File: src/rtl/alu_pkg.sv
// Shared definitions for the ALU bus sequencer: opcodes, wide-op decode, FSM states.
package alu_pkg;

    localparam int unsigned DEF_DATA_W = 32;
    localparam int unsigned DEF_OP_W   = 5;
    localparam int unsigned STATE_W    = 3;

    localparam logic [DEF_OP_W-1:0] OP_AND = 5'd0;
    localparam logic [DEF_OP_W-1:0] OP_OR  = 5'd1;
    localparam logic [DEF_OP_W-1:0] OP_XOR = 5'd2;
    localparam logic [DEF_OP_W-1:0] OP_ADD = 5'd3;
    localparam logic [DEF_OP_W-1:0] OP_SUB = 5'd4;
    localparam logic [DEF_OP_W-1:0] OP_MUL = 5'd5;
    localparam logic [DEF_OP_W-1:0] OP_DIV = 5'd6;

    typedef enum logic [STATE_W-1:0] {
        IDLE   = 3'd0,
        LOAD_A = 3'd1,
        LOAD_B = 3'd2,
        EXEC   = 3'd3,
        OUT_LO = 3'd4,
        OUT_HI = 3'd5
    } state_t;

    // Wide ops produce a meaningful high word and emit a second result beat.
    function automatic logic is_wide_op(input logic [DEF_OP_W-1:0] op);
        return (op == OP_MUL) || (op == OP_DIV);
    endfunction

endpackage

File: src/rtl/alu_z_capture.sv
// Result capture: ZLO/ZHI registers and zero/negative flags, loaded in EXEC.
// Ports:
//   clock, clear_n       clock and synchronous active-low reset
//   load                 capture enable (EXEC cycle, not aborted)
//   wide                 current op returns a 64-bit result
//   z_lo_in, z_hi_in     combinational ALU result words
//   z_lo, z_hi           captured result words
//   flag_zero, flag_neg  flags of the captured result
module alu_z_capture #(
    parameter int unsigned DATA_W = 32
) (
    input  logic              clock,
    input  logic              clear_n,
    input  logic              load,
    input  logic              wide,
    input  logic [DATA_W-1:0] z_lo_in,
    input  logic [DATA_W-1:0] z_hi_in,
    output logic [DATA_W-1:0] z_lo,
    output logic [DATA_W-1:0] z_hi,
    output logic              flag_zero,
    output logic              flag_neg
);

    logic [DATA_W-1:0] z_hi_d;
    logic              zero_d;
    logic              neg_d;

    // Narrow ops discard whatever the ALU drives on its high word.
    always_comb begin
        z_hi_d = wide ? z_hi_in : '0;
        zero_d = wide ? ((z_hi_in == '0) && (z_lo_in == '0)) : (z_lo_in == '0);
        neg_d  = wide ? z_hi_in[DATA_W-1] : z_lo_in[DATA_W-1];
    end

    always_ff @(posedge clock) begin
        if (!clear_n) begin
            z_lo      <= '0;
            z_hi      <= '0;
            flag_zero <= 1'b0;
            flag_neg  <= 1'b0;
        end else if (load) begin
            z_lo      <= z_lo_in;
            z_hi      <= z_hi_d;
            flag_zero <= zero_d;
            flag_neg  <= neg_d;
        end
    end

endmodule

File: src/rtl/alu_bus_sequencer.sv
// Single-bus operand/result sequencer around a combinational ALU.
// Loads operand A then B from the shared bus, runs one EXEC cycle, then
// returns ZLO (and ZHI for wide ops) on a valid/ready result port.
// Ports:
//   clock, clear_n            clock and synchronous active-low reset
//   start, op, abort          op request (IDLE only), opcode, cancel
//   bus_in, bus_valid         shared operand bus
//   alu_a, alu_b, alu_op      ALU operands and latched opcode
//   alu_z_lo, alu_z_hi        ALU result words
//   z_out, z_valid, z_ready   result beat handshake
//   z_flag_zero, z_flag_neg   captured result flags
//   busy, done                activity and completion pulse
module alu_bus_sequencer
    import alu_pkg::*;
#(
    parameter int unsigned DATA_W = DEF_DATA_W,
    parameter int unsigned OP_W   = DEF_OP_W
) (
    input  logic              clock,
    input  logic              clear_n,
    input  logic              start,
    input  logic [OP_W-1:0]   op,
    input  logic              abort,
    input  logic [DATA_W-1:0] bus_in,
    input  logic              bus_valid,
    output logic [DATA_W-1:0] alu_a,
    output logic [DATA_W-1:0] alu_b,
    output logic [OP_W-1:0]   alu_op,
    input  logic [DATA_W-1:0] alu_z_lo,
    input  logic [DATA_W-1:0] alu_z_hi,
    output logic [DATA_W-1:0] z_out,
    output logic              z_valid,
    input  logic              z_ready,
    output logic              z_flag_zero,
    output logic              z_flag_neg,
    output logic              busy,
    output logic              done
);

    state_t            state;
    state_t            next_state;
    logic              z_valid_next;
    logic              busy_next;
    logic              done_next;
    logic              wide;
    logic              cap_load;
    logic [DATA_W-1:0] z_lo;
    logic [DATA_W-1:0] z_hi;

    assign wide     = is_wide_op(DEF_OP_W'(alu_op));
    assign cap_load = (state == EXEC) && !abort;

    // State and registered handshake outputs.
    always_ff @(posedge clock) begin
        if (!clear_n) begin
            state   <= IDLE;
            z_valid <= 1'b0;
            busy    <= 1'b0;
            done    <= 1'b0;
        end else begin
            state   <= next_state;
            z_valid <= z_valid_next;
            busy    <= busy_next;
            done    <= done_next;
        end
    end

    // Next-state: abort overrides every non-IDLE transition.
    always_comb begin
        next_state = state;
        if (abort && (state != IDLE)) begin
            next_state = IDLE;
        end else begin
            case (state)
                IDLE:    if (start)     next_state = LOAD_A;
                LOAD_A:  if (bus_valid) next_state = LOAD_B;
                LOAD_B:  if (bus_valid) next_state = EXEC;
                EXEC:                   next_state = OUT_LO;
                OUT_LO:  if (z_ready)   next_state = wide ? OUT_HI : IDLE;
                OUT_HI:  if (z_ready)   next_state = IDLE;
                default:                next_state = IDLE;
            endcase
        end
    end

    // Outputs for the coming cycle; done marks a delivered final beat only.
    always_comb begin
        z_valid_next = (next_state == OUT_LO) || (next_state == OUT_HI);
        busy_next    = (next_state != IDLE);
        done_next    = !abort && z_ready &&
                       ((state == OUT_HI) || ((state == OUT_LO) && !wide));
    end

    // Operand/opcode latches and the result beat register.
    always_ff @(posedge clock) begin
        if (!clear_n) begin
            alu_a  <= '0;
            alu_b  <= '0;
            alu_op <= '0;
            z_out  <= '0;
        end else begin
            if ((state == IDLE) && start) begin
                alu_op <= op;
            end
            if ((state == LOAD_A) && bus_valid && !abort) begin
                alu_a <= bus_in;
            end
            if ((state == LOAD_B) && bus_valid && !abort) begin
                alu_b <= bus_in;
            end
            // z_out is preloaded with the low word so it is valid on OUT_LO entry.
            if (cap_load) begin
                z_out <= alu_z_lo;
            end else if ((state == OUT_LO) && z_ready && wide && !abort) begin
                z_out <= z_hi;
            end
        end
    end

    alu_z_capture #(
        .DATA_W(DATA_W)
    ) u_z_capture (
        .clock    (clock),
        .clear_n  (clear_n),
        .load     (cap_load),
        .wide     (wide),
        .z_lo_in  (alu_z_lo),
        .z_hi_in  (alu_z_hi),
        .z_lo     (z_lo),
        .z_hi     (z_hi),
        .flag_zero(z_flag_zero),
        .flag_neg (z_flag_neg)
    );

    // ZLO is consumed via the z_out preload; keep it for visibility.
    logic unused_z_lo;
    assign unused_z_lo = ^z_lo;

endmodule

File: config.mk
export PLATFORM = sky130hd
export DESIGN_NAME = alu_bus_sequencer
export DESIGN_NICKNAME = d
export VERILOG_FILES = /design/src/rtl/alu_pkg.sv /design/src/rtl/alu_z_capture.sv /design/src/rtl/alu_bus_sequencer.sv
export SDC_FILE = /design/constraint.sdc
export NUM_CORES = 1
export LEC_CHECK = 0
export CAP_MARGIN = 0
export CORE_MARGIN = 4
export CORE_UTILIZATION = 35
export DETAILED_ROUTE_END_ITERATION = 8
export GPL_TIMING_DRIVEN = 0
export PLACE_DENSITY_LB_ADDON = 0.08
export SYNTH_ARGS = -nofsm -noshare
export SYNTH_HDL_FRONTEND = slang
export SYNTH_SLANG_ARGS = --single-unit
export TNS_END_PERCENT = 50
File: constraint.sdc
create_clock -name clock -period 2.1 [get_ports clock]
set_input_delay 0.525 -clock clock [delete_from_list [all_inputs] [get_ports clock]]
set_output_delay 0.525 -clock clock [all_outputs]
set_load 0.005 [all_outputs]
# --- Word-level counts from Yosys, hierarchy flattened ---
# Index checks and enable logic that the tools add are counted.
totals:
  regBits: 141
  latchBits: 0
  ramBits: 0
  rom_bits: 0
  elab_cells: 58
  mem_count: 0
op_classes:
  add_sub_neg: 0
  n_mul: 0
  n_div: 0
  magnitude_cmp: 0
  n_eq_ne: 9
  shift: 0
  muxes: 13
  n_bitwise: 0
  reduce_logical: 25
op_table:
  columns: ["cell", "count"]
  rows:
  - ["$mux 32", 3]
  - ["$logic_not 32->1", 2]
  - ["$mux 3", 7]
  - ["$pmux 3 s6", 1]
  - ["$logic_and 1x1->1", 14]
  - ["$eq 3x3->1 const B", 4]
  - ["$eq 5x3->1 const B", 2]
  - ["$eq 3x2->1 const B", 2]
  - ["$reduce_bool 3->1", 2]
  - ["$eq 3x1->1 const B", 1]
  - ["$logic_not 3->1", 1]
  - ["$logic_or 1x1->1", 3]
  - ["$logic_not 1->1", 2]
  - ["$mux 1", 2]
  - ["$reduce_bool 2->1", 1]

# --- Logic depth before layout (Yosys ltp) ---
# Gate-level depths: netlist (run 1).
depth:
  depth_word: 8
  ltp_mapped: 7

# --- Hierarchy ---
# Synthesis (run 1) repeated with hierarchy kept, for this count alone.
unflattened:
  hier_cells: 761
  hier_area_um2: 7045.5
modules_own_cells:
  columns: ["module", "instances", "cells_each", "area_each_um2"]
  rows:
  - ["alu_bus_sequencer", 1, 486, 4347.9]
  - ["alu_z_capture", 1, 275, 2697.6]

# --- Least setup slack after synthesis (run 1) ---
# Ideal clock, no wire load.
synth_timing:
  path_kind: "input to register"
  from: "input abort"
  to: "register z_out[0]"
  t_arrival_ns: 1.681
  slack_ns: 0.283
  stages: 6
  cell_sequence: "buf_2 > nand4bb_1 > clkbuf_1 > clkbuf_1 > clkbuf_1 > a31oi_1"
synth_via:
  elab_chain_len: 3
  elab_cells_between_ends: 5
synth_lines:
  columns: ["item", "line", "rtl"]
  rows:
  - ["start, declared", "alu_bus_sequencer.sv:23", "input logic abort,"]
  - ["$logic_not 1->1 *", "alu_bus_sequencer.sv:51, alu_bus_sequencer.sv:114", null]
  - ["$logic_and 1x1->1, on equally long branches", "alu_bus_sequencer.sv:51, alu_bus_sequencer.sv:114", null]
  - ["$mux 32 or $reduce_bool 2->1 (tied branches)", null, null]
  - ["end signal, assigned", "alu_bus_sequencer.sv:113", "z_out <= alu_z_lo;"]
  - ["end signal, assigned", "alu_bus_sequencer.sv:115", "z_out <= z_hi;"]
  - ["end, declared", "alu_bus_sequencer.sv:31", "output logic [DATA_W-1:0] z_out,"]
# Mark *: on every way between the ends. The rest lies on a longest branch, timed or not.
# A chain may end at the register's enable or synchronous reset.

# --- Worst setup path in the final report (run 1) ---
layout_timing:
  from: "register state[2]"
  to: "register z_out[20]"
layout_via:
  elab_chain_len: 5
  elab_cells_between_ends: 8
layout_lines:
  columns: ["item", "line", "rtl"]
  rows:
  - ["start, declared", "alu_bus_sequencer.sv:40", "state_t state;"]
  - ["start signal, assigned", "alu_bus_sequencer.sv:61", "state <= next_state;"]
  - ["$eq 3x3->1", "alu_bus_sequencer.sv:114", "end else if ((state == OUT_LO) && z_ready && wide && !abort) begin"]
  - ["$logic_and 1x1->1 (3 in series)", "alu_bus_sequencer.sv:114", null]
  - ["$reduce_bool 2->1 (no line)", null, null]
# Parallel ways exist; a longest one is shown, timed or not.

==> results of run 1 <==
## per-stage QoR
step / area, µm² / setup slack, ns
detailed placement: 8015 / -0.6580
floorplan: 5633 / 0.2828
global route: 8622 / -0.09855
global placement: 8015 / -0.5677
CTS: 8605 / 0.03176
finish: 8622 / 0.06577
## cell usage after synthesis, drive strengths merged (3+ instances only)
cell type / number / share of area, %
nand2: 196 / 13
dfxtp: 141 / 50
a21boi: 65 / 8.7
clkbuf: 42 / 2.8
nor2b: 36 / 4.0
o21ai: 34 / 3.0
a31oi: 32 / 3.6
a22oi: 31 / 4.1
nor4: 18 / 2.3
buf: 13 / 1.6
mux2i: 6 / 1.1
nand3: 6 / 0.53
nor3: 5 / 0.53
a21oi: 4 / 0.36
inv: 3 / 0.20
nand2b: 3 / 0.33
nand4: 3 / 0.33
nor2: 3 / 0.20
## per-layer routing
layer  routed length [µm]  up-vias  global-route usage, %
met5                    0        -                      0
met4                  347        0                  7.240
met3                 1248       24                  5.849
met2                 8787      177                  34.27
met1                 7848     2576                  24.20
li1                     -     2746                      -
## layout make-up
class | instances | area share, %
Timing Repair Buffer | 211 | 24.50
Sequential cell | 141 | 32.74
Tap cell | 216 | 3.135
Clock inverter | 13 | 1.625
Inverter | 3 | 0.1306
Multi-Input combinational cell | 463 | 29.72
Buffer | 55 | 3.018
Clock buffer | 19 | 5.137
## worst register-to-register path: stages (launching register included)
cell and delay (ns):
dfxtp_1 0.44, nand4bb_1 0.17, clkbuf_1 0.34, clkbuf_1 0.38
clkbuf_1 0.43, a31oi_1 0.14
## worst max-delay path by stage
stage	endpoint	slack (ns)	depth (start not counted)	startpoint
5_1_grt	z_out[20]	-0.1	5	state[2]
4_1_cts	z_out[18]	0.03	5	state[2]
3_5_place_dp	alu_a[31]	-0.66	6	bus_valid
2_1_floorplan	z_out[0]	0.28	6	abort
6_report	z_out[20]	0.07	5	state[2]
3_3_place_gp	alu_a[25]	-0.57	6	bus_valid
## power by group
part | switching (W) | internal (W) | leakage [nW] | total, W
sequential | 0.0000318 | 0.00272 | 1.14 | 0.00276
combinational | 0.000248 | 0.000347 | 1.44 | 0.000595
clock | 0.00117 | 0.00178 | 0.276 | 0.00295
total | 0.00145 | 0.00485 | 2.86 | 0.00631
## registers in the layout, summed over array words and instances (netlist names)
| name | count |
|---|---|
| alu_a | 32 |
| alu_b | 32 |
| alu_op | 5 |
| busy | 1 |
| done | 1 |
| state | 3 |
| u_z_capture.flag_neg | 1 |
| u_z_capture.flag_zero | 1 |
| u_z_capture.z_hi | 32 |
| z_out | 32 |
| z_valid | 1 |
## timing repair
action                                  in CTS  in global routing
endpoints found under the setup margin      30                103
hold buffers                                 0                  0
hold endpoints to repair                     0                  0
resized for setup                            1                 22
pin swaps                                    0                  0
## kinds of logic (layout without fill, tap and decap cells)
family          Yosys count  after routing  synth area share [%]
simple gates            284            284                 23.55
compound gates          172            172                 20.52
mux                       6              6                 1.066
flops                   141            141                 50.11
xor+xnor                  1              1                0.1555
buf+inv                  58            301                 4.598
==> results.md, run 1 <==
- Die area: around 0.018 mm²
- Core area: roughly 0.016 mm²
- Hold path cells: 2
- R2R Path End: z_out[20]
- Seq/Total Area, Yosys: about half
- H-tree depth: 4
- Die H: roughly 130 µm
- Critical-path top delay cell: dfxtp_1
- Syn Inst Count: 662
- Critical Path RT: roughly 2.4 ns
- Critical path's top delay family: buffers and inverters
- Max-slew violations: 0
- Starting Density: 35.59%
- CTS max path bufs: 2
- Worst EP arrival: 2.31 ns
- Syn avg cell area: ~8.5 µm²
- Hold path startpoint: alu_b[23]
- Final Util: 54.47%
- RSZ-0062 raised after global routing: yes
- Max FO, Critical Path: 10
- CP peak stage delay: 0.44 ns
- Antenna diodes: 0
- First-iteration detailed-routing DRC count: 223
- P_leak: 2.855 nW
- Clk_skew: between 0.007 and 0.008 ns
- Global-route wire length before repair: between 20000 and 30000 µm
- Largest net degree at the start of global routing: 17
- Reg area: between 0.002 and 0.003 mm²
- Drt pass-1 iters: 5
- WS Path Type: flop to flop
- Run status: complete, no violations
- Total power: between 0.006 and 0.007 W
- Final WL: around 18000 µm
- Dpl cells: between 1000 and 1500
- Vias in the first global route: 5691
- Synth cell types: 40
- Initial antenna violation count: 0
- Routed WL per cell: 16.26 µm
- Synth Warn #: 0
- FF-to-FF Start: state[2]
- Global Route Usage Sum: about 20%
- # IOs: 213
- Worst hold path type: flop to flop
- Clk slew on worst S/H paths: about 0.06 ns
- Post-route DRC: 0
- CTS tree: yes
- Input/output buffers: between 200 and 250
- #FFs+latches synth: 141
- Most frequent cells in the layout: clkdlybuf4s50_1 (211), nand2_1 (196), dfxtp_1 (141)
- Commonest non-fill, non-tap cell in the layout: clkdlybuf4s50_1
- Post-CTS Repair Setup Buffers: 0
- Power Density: between 700 and 800 mW/mm²
- Share of cells above drive strength 1: between 6 and 7%
- R2R depth: 5
- Period minus WS final: 2.034 ns
- Async S/R FF share, synth: 0%
- Max Fclk: between 400 and 500 MHz
- Slew headroom: about 52%
- Worst-Margin Slew: roughly 0.71 ns
- Hold Vio Cnt, Final: 0
- Final cell count without fillers: between 1000 and 1500
- GR Overflow Total: 0
- Setup TNS: 0 ns
- Root Driver: clkbuf_16
- Hold path endpoint: alu_b[23]
- Syn nets: roughly 770
- Area occupied by multi-input gates: about 0.0026 mm²
- R2R Setup Slk: around 0.066 ns
- Endpoints failing setup: 0
- Via/cell ratio: roughly 5
- Final HPWL DP: about 14000 µm
- Clk sinks: roughly 140
- Peak supply drop: ~0.00053 V
- Max cap viols: 0
- Mapped Area: 0.005633 mm²
- Routability cong.: 0.8805
- Detail Route Antenna Nets: 0
- Fillers: between 1000 and 1500
- Num CTS Buffers: 17
- Top FF cell, synth: dfxtp_1
- Final nets: 999
- Period Utilization, post-route: a little over nine tenths
- P&R area growth vs syn: 53.07%
- Via count: ~5500
- Placement row count: between 40 and 50
- Endpoint class of the critical path: flop
- Post-synth EDFFs: 0
- Critical Path Most Common Cell: clkbuf_1
- Clk Latency, worst-skew pair: roughly 0.42 ns
- CP Cell Sequence: nand4bb_1 -> clkbuf_1 -> clkbuf_1 -> clkbuf_1 -> a31oi_1
- Hold Slack: roughly 0.45 ns
- Crit path launch type: flop
- Bufs and invs on worst path: 3
- Die width: between 100 and 150 µm
Note: power is estimated with default switching activity, not from simulation.
==> run 2, diff against run 1 <==
--- a/config.mk
+++ b/config.mk
@@ -7,7 +7,7 @@
 export LEC_CHECK = 0
 export CAP_MARGIN = 0
 export CORE_MARGIN = 4
-export CORE_UTILIZATION = 35
+export CORE_UTILIZATION = 44
 export DETAILED_ROUTE_END_ITERATION = 8
 export GPL_TIMING_DRIVEN = 0
 export PLACE_DENSITY_LB_ADDON = 0.08
==> run 2 against run 1 <==
Sequential power hardly changed. Critical path depth grew 2. Critical path type is now input pin to flop. Core utilization is 14 points higher. Cell count shrank 3.9%. Highest routed layer unchanged. Non-clock buffer count unchanged.
==> results.md, run 2 (synthesized netlist as in run 1, its figures left out) <==
- Run status: complete, no violations
- Worst setup path startpoint: bus_valid
- CP peak stage delay: approximately 0.55 ns
- Via count: roughly 5700
- Max Fclk: 509.3 MHz
- Peak supply drop: between 0.0005 and 0.0006 V
- FF-to-FF Start: state[1]
- Clk sinks: ~140
- RSZ-0062 raised after global routing: yes
- Max cap viols: 0
- R2R Setup Slk: about 0.15 ns
- Hold Vio Cnt, Final: 0
- CTS max path bufs: 2
- Worst hold path type: flop to flop
- Routability cong.: 0.9150
- Critical-path top delay cell: clkdlybuf4s50_1
- R2R Path End: alu_b[17]
- Global-route wire length before repair: about 28000 µm
- Most frequent cells in the layout: clkdlybuf4s50_1 (211), nand2_1 (196), dfxtp_1 (141)
- Routed WL per cell: ~17 µm
- First-iteration detailed-routing DRC count: 379
- Share of cells above drive strength 1: 5.525%
- Period minus WS final: approximately 2 ns
- Core area: approximately 0.013 mm²
- Crit path launch type: input pin
- Drt pass-1 iters: 5
- Placement row count: 41
- Period Utilization, post-route: between 90 and 100%
- Vias in the first global route: about 5600
- Slew headroom: between 50 and 60%
- P&R area growth vs syn: 52.18%
- Clk_skew: 0.008182 ns
- Worst setup path endpoint: alu_a[13]
- Endpoint class of the critical path: flop
- CTS tree: yes
- Placed Area: 0.007960 mm²
- Die area: roughly 0.015 mm²
- Largest net degree at the start of global routing: 17
- H-tree depth: 4
- Final WL: about 18000 µm
- Endpoints failing setup: 0
- Worst EP arrival: ~2.3 ns
- Critical Path RT: about 2.4 ns
- Global Route Usage Sum: between 20% and 30%
- CP Cell Sequence: clkdlybuf4s50_1 -> nand2_1 -> or4_1 -> clkbuf_1 -> clkbuf_1 -> nand2_1 -> a21boi_0
- Root Driver: clkbuf_16
- Max-slew violations: 0
- Design area: 0.008572 mm²
- Commonest non-fill, non-tap cell in the layout: clkdlybuf4s50_1
- Clk slew on worst S/H paths: 0.06 ns
- Setup ws final: around 0.14 ns
- Final cell count without fillers: between 1000 and 1500
- Dpl cells: about 1000
- # IOs: between 200 and 250
- P_leak: ~2.9 nW
- Detail Route Antenna Nets: 0
- Worst-Margin Slew: a little under 0.7 ns
- Via/cell ratio: around 5.2
- Starting Density: between 40% and 50%
- Die width: about 120 µm
- Num CTS Buffers: 17
- Input/output buffers: between 200 and 250
- Initial antenna violation count: 0
- WS Path Type: input pin to flop
- Post-route DRC: 0
- R2R depth: 6
- Power Density: 745.7 mW/mm²
- Setup TNS: 0 ns
- Total power: approximately 0.0064 W
- Antenna diodes: 0
- DP Worst Slack: -0.5999 ns
- GR Overflow Total: 0
- Max FO, Critical Path: 10
- Final nets: about 1000
- Clk Latency, worst-skew pair: about 0.42 ns
- Final HPWL DP: ~14000 µm
- Die H: about 120 µm
[run 2: cell count changes in the layout (fill, tap and decap cells not counted), sizes merged]
cell,delta
buf,+1
bufinv,+1
clkbuf,+5
clkinv,-1
clkinvlp,-4
inv,-2
[run 2: worst min-delay path by stage]
stage | endpoint | depth (start not counted) | slack [ns] | start
after CTS | done | 2 | 0.45 | abort
after global routing | done | 2 | 0.46 | abort
after detailed placement | alu_b[30] | 2 | 0.45 | alu_b[30]
final | alu_b[28] | 2 | 0.45 | alu_b[28]
after global placement | alu_b[30] | 2 | 0.44 | alu_b[30]
after floorplan | u_z_capture.z_hi[31] | 2 | 0.44 | u_z_capture.z_hi[31]
[run 2: through the flow]
stage	hold WS [ns]	utilization (%)
CTS	0.4471	68.12
finish	0.4521	68.20
detailed placement	0.4463	63.33
floorplan	0.4437	-
global route	0.4621	68.20
global placement	0.4393	63.33
[run 2: final cells by class]
class,instances,area (µm²)
Buffer,55,252.7
Clock buffer,25,485.5
Clock inverter,7,110.1
Fill cell,1066,3996
Inverter,3,11.26
Multi-Input combinational cell,463,2562
Sequential cell,141,2823
Tap cell,172,215.2
Timing Repair Buffer,211,2112
[run 2: power by group]
| part | internal (W) | switching [W] |
|---|---|---|
| Combinational | 0.000346 | 0.000247 |
| Clock | 0.00195 | 0.00109 |
| Sequential | 0.00273 | 0.0000321 |
[run 2: worst max-delay path: cells and delay by family]
kind / cells / cell delay [ns]
AND/OR/NAND/NOR: 3 / 0.64
AO/OA/AOI/OAI: 1 / 0.10
buffers and inverters: 3 / 0.98
[run 2: layer usage]
metal	vias up	global-route usage (%)	share of wire (%)
met4	0	8.824	2.2
li1	2741	-	-
met5	-	0	0
met2	239	40.53	48
met1	2637	28.35	41
met3	34	8.112	8.5
[run 2: what timing repair did]
action / CTS / global route
cloned: 0 / 0
setup buffers: 0 / 0
setup endpoints to repair: 30 / 75
gates resized for setup: 1 / 11
hold buffers: 0 / 0
==> run 3, diff against run 2 <==
--- a/config.mk
+++ b/config.mk
@@ -7,7 +7,8 @@
 export LEC_CHECK = 0
 export CAP_MARGIN = 0
 export CORE_MARGIN = 4
-export CORE_UTILIZATION = 44
+export CORE_UTILIZATION = 46
+export CTS_BUF_LIST = sky130_fd_sc_hd__clkbuf_8
 export DETAILED_ROUTE_END_ITERATION = 8
 export GPL_TIMING_DRIVEN = 0
 export PLACE_DENSITY_LB_ADDON = 0.08
==> run 3 against run 2 <==
Core utilization grew 1.5 points. Final area shrank 2.3%. Critical endpoint is now alu_a[6]. Setup slack lost 0.066 ns. Register-to-register slack lost 0.07 ns. Wire length shrank 0.53%. First-iteration DRC count shrank 6.9%. Critical path depth is the same. Die area shrank 4.1%. Power shrank 11%. Combinational power is essentially flat. Cell count shrank 2.5%.
==> results.md, run 3 (synthesized netlist as in run 1, its figures left out) <==
- Run status: complete, no violations
- Routability cong.: approximately 0.93
- Post_cts resized: 1
- Num CTS Buffers: 17
- Clk_skew: 0.007610 ns
- Peak supply drop: around 0.00036 V
- Most frequent cells in the layout: clkdlybuf4s50_1 (211), nand2_1 (196), dfxtp_1 (141)
- Via count: between 5000 and 6000
- CTS max path bufs: 2
- P&R area growth vs syn: 48.67%
- Clk Latency, worst-skew pair: approximately 0.43 ns
- Critical Path RT: 2.41 ns
- Largest net degree at the start of global routing: 17
- Setup ws final: 0.07004 ns
- Max cap viols: 0
- WS Path Type: input pin to flop
- R2R depth: 6
- Post-route DRC: 0
- Setup TNS: 0 ns
- Endpoints failing setup: 0
- Fillers: between 900 and 1000
- Commonest non-fill, non-tap cell in the layout: clkdlybuf4s50_1
- Clk sinks: between 100 and 150
- Routed WL per cell: ~17 µm
- Global-route wire length before repair: between 20000 and 30000 µm
- Reg area: ~0.0028 mm²
- GR Overflow Total: 0
- Core area: approximately 0.012 mm²
- Die H: about 120 µm
- Cts hold-fix bufs: 0
- Input/output buffers: about 210
- Antenna diodes: 0
- Clk slew on worst S/H paths: about 0.07 ns
- Max-slew violations: 0
- Final WL: around 18000 µm
- Post-CTS Repair Setup Buffers: 0
- Starting Density: 46.90%
- FF-to-FF Start: state[1]
- Hold Vio Cnt, Final: 0
- RSZ-0062 raised after global routing: yes
- First-iteration detailed-routing DRC count: ~350
- Design internal power: 0.004371 W
- Placement row count: 40
- DP Worst Slack: -0.5967 ns
- Final cell count without fillers: approximately 1100
- Drt pass-1 iters: 6
- Slew headroom: about half
- Final HPWL DP: approximately 14000 µm
- Dpl cells: a little over 1000
- Global Route Usage Sum: 24.87%
- Max FO, Critical Path: 10
- Endpoint class of the critical path: flop
- Initial antenna violation count: 0
- H-tree depth: 4
- Crit path launch type: input pin
- Sequential Power Share: 48.5%
- Period Utilization, post-route: a little over nine tenths
- CTS tree: yes
- Vias in the first global route: 5727
- Root Driver: clkbuf_8
- R2R Path End: alu_b[31]
- Die area: 0.01408 mm²
- Power Density: 677.5 mW/mm²
- Max Fclk: between 400 and 500 MHz
- Share of cells above drive strength 1: roughly 6.0%
- Worst-Margin Slew: between 0.7 and 0.8 ns
- Worst setup path endpoint: alu_a[6]
- Die width: 118.7 µm
- Period minus WS final: between 2 and 2.5 ns
- Area occupied by multi-input gates: roughly 0.0026 mm²
- P_leak: approximately 2.8 nW
- Final nets: 999
- Sw power: around 0.0013 W
- Combinational power share: between 10% and 20%
- Worst EP arrival: between 2 and 2.5 ns
- Worst setup path startpoint: bus_valid
- Net Sw Frac: a little under a quarter
- Detail Route Antenna Nets: 0
- Clock power frac: roughly two fifths
- # IOs: ~210
- Via/cell ratio: roughly 5.4
- Worst hold path type: flop to flop
- R2R Setup Slk: approximately 0.080 ns
[run 3: power groups by stage]
stage | Sequential (W) | Clock (W) | Combinational (W)
after floorplan | 0.00281 | 0 | 0.000200
after global placement | 0.00281 | 0 | 0.000576
after detailed placement | 0.00281 | 0 | 0.000588
after CTS | 0.00275 | 0.00235 | 0.000591
after global routing | 0.00276 | 0.00247 | 0.000640
final | 0.00275 | 0.00233 | 0.000594
[run 3: worst min path at each step]
stage | slack (ns) | cells past startpoint | end | start
global placement | 0.44 | 2 | alu_b[29] | alu_b[29]
detailed placement | 0.44 | 2 | alu_b[28] | alu_b[28]
floorplan | 0.44 | 2 | u_z_capture.z_hi[31] | u_z_capture.z_hi[31]
CTS | 0.41 | 2 | done | abort
finish | 0.45 | 2 | alu_b[28] | alu_b[28]
global route | 0.45 | 2 | done | abort
[run 3: routing by layer]
layer | global-route usage, % | vias up | part of all wire (%)
li1 | - | 2741 | -
met3 | 7.990 | 35 | 8.0
met2 | 42.66 | 243 | 49
met5 | 0 | - | 0
met4 | 8.400 | 0 | 2.2
met1 | 29.29 | 2680 | 41
[run 3: critical path: stages]
cell and delay, ns:
clkdlybuf4s50_1 0.56, nand2_1 0.13, or4_1 0.42, clkbuf_1 0.18, clkbuf_1 0.27, nand2_1 0.15
a21boi_0 0.10
[run 3: area by class of cell]
type,instances,area share (%)
inverters,3,0.1345
flip-flops and latches,141,33.71
repair buffers,211,25.22
well taps,147,2.196
clock inverters,12,2.047
clock buffers,18,2.958
plain buffers,55,3.033
multi-input cells,463,30.70
[run 3: through the flow]
step           total power [W]  hold WS (ns)  area [µm²]  util, %
2_1_floorplan         0.003013        0.4437        5633        -
3_3_place_gp          0.003389        0.4388        7929    66.01
3_5_place_dp          0.003402        0.4449        7929    66.01
4_1_cts               0.005696        0.4117        8354    69.55
5_1_grt               0.005864        0.4484        8374    69.72
6_report              0.005674        0.4523        8374    69.72
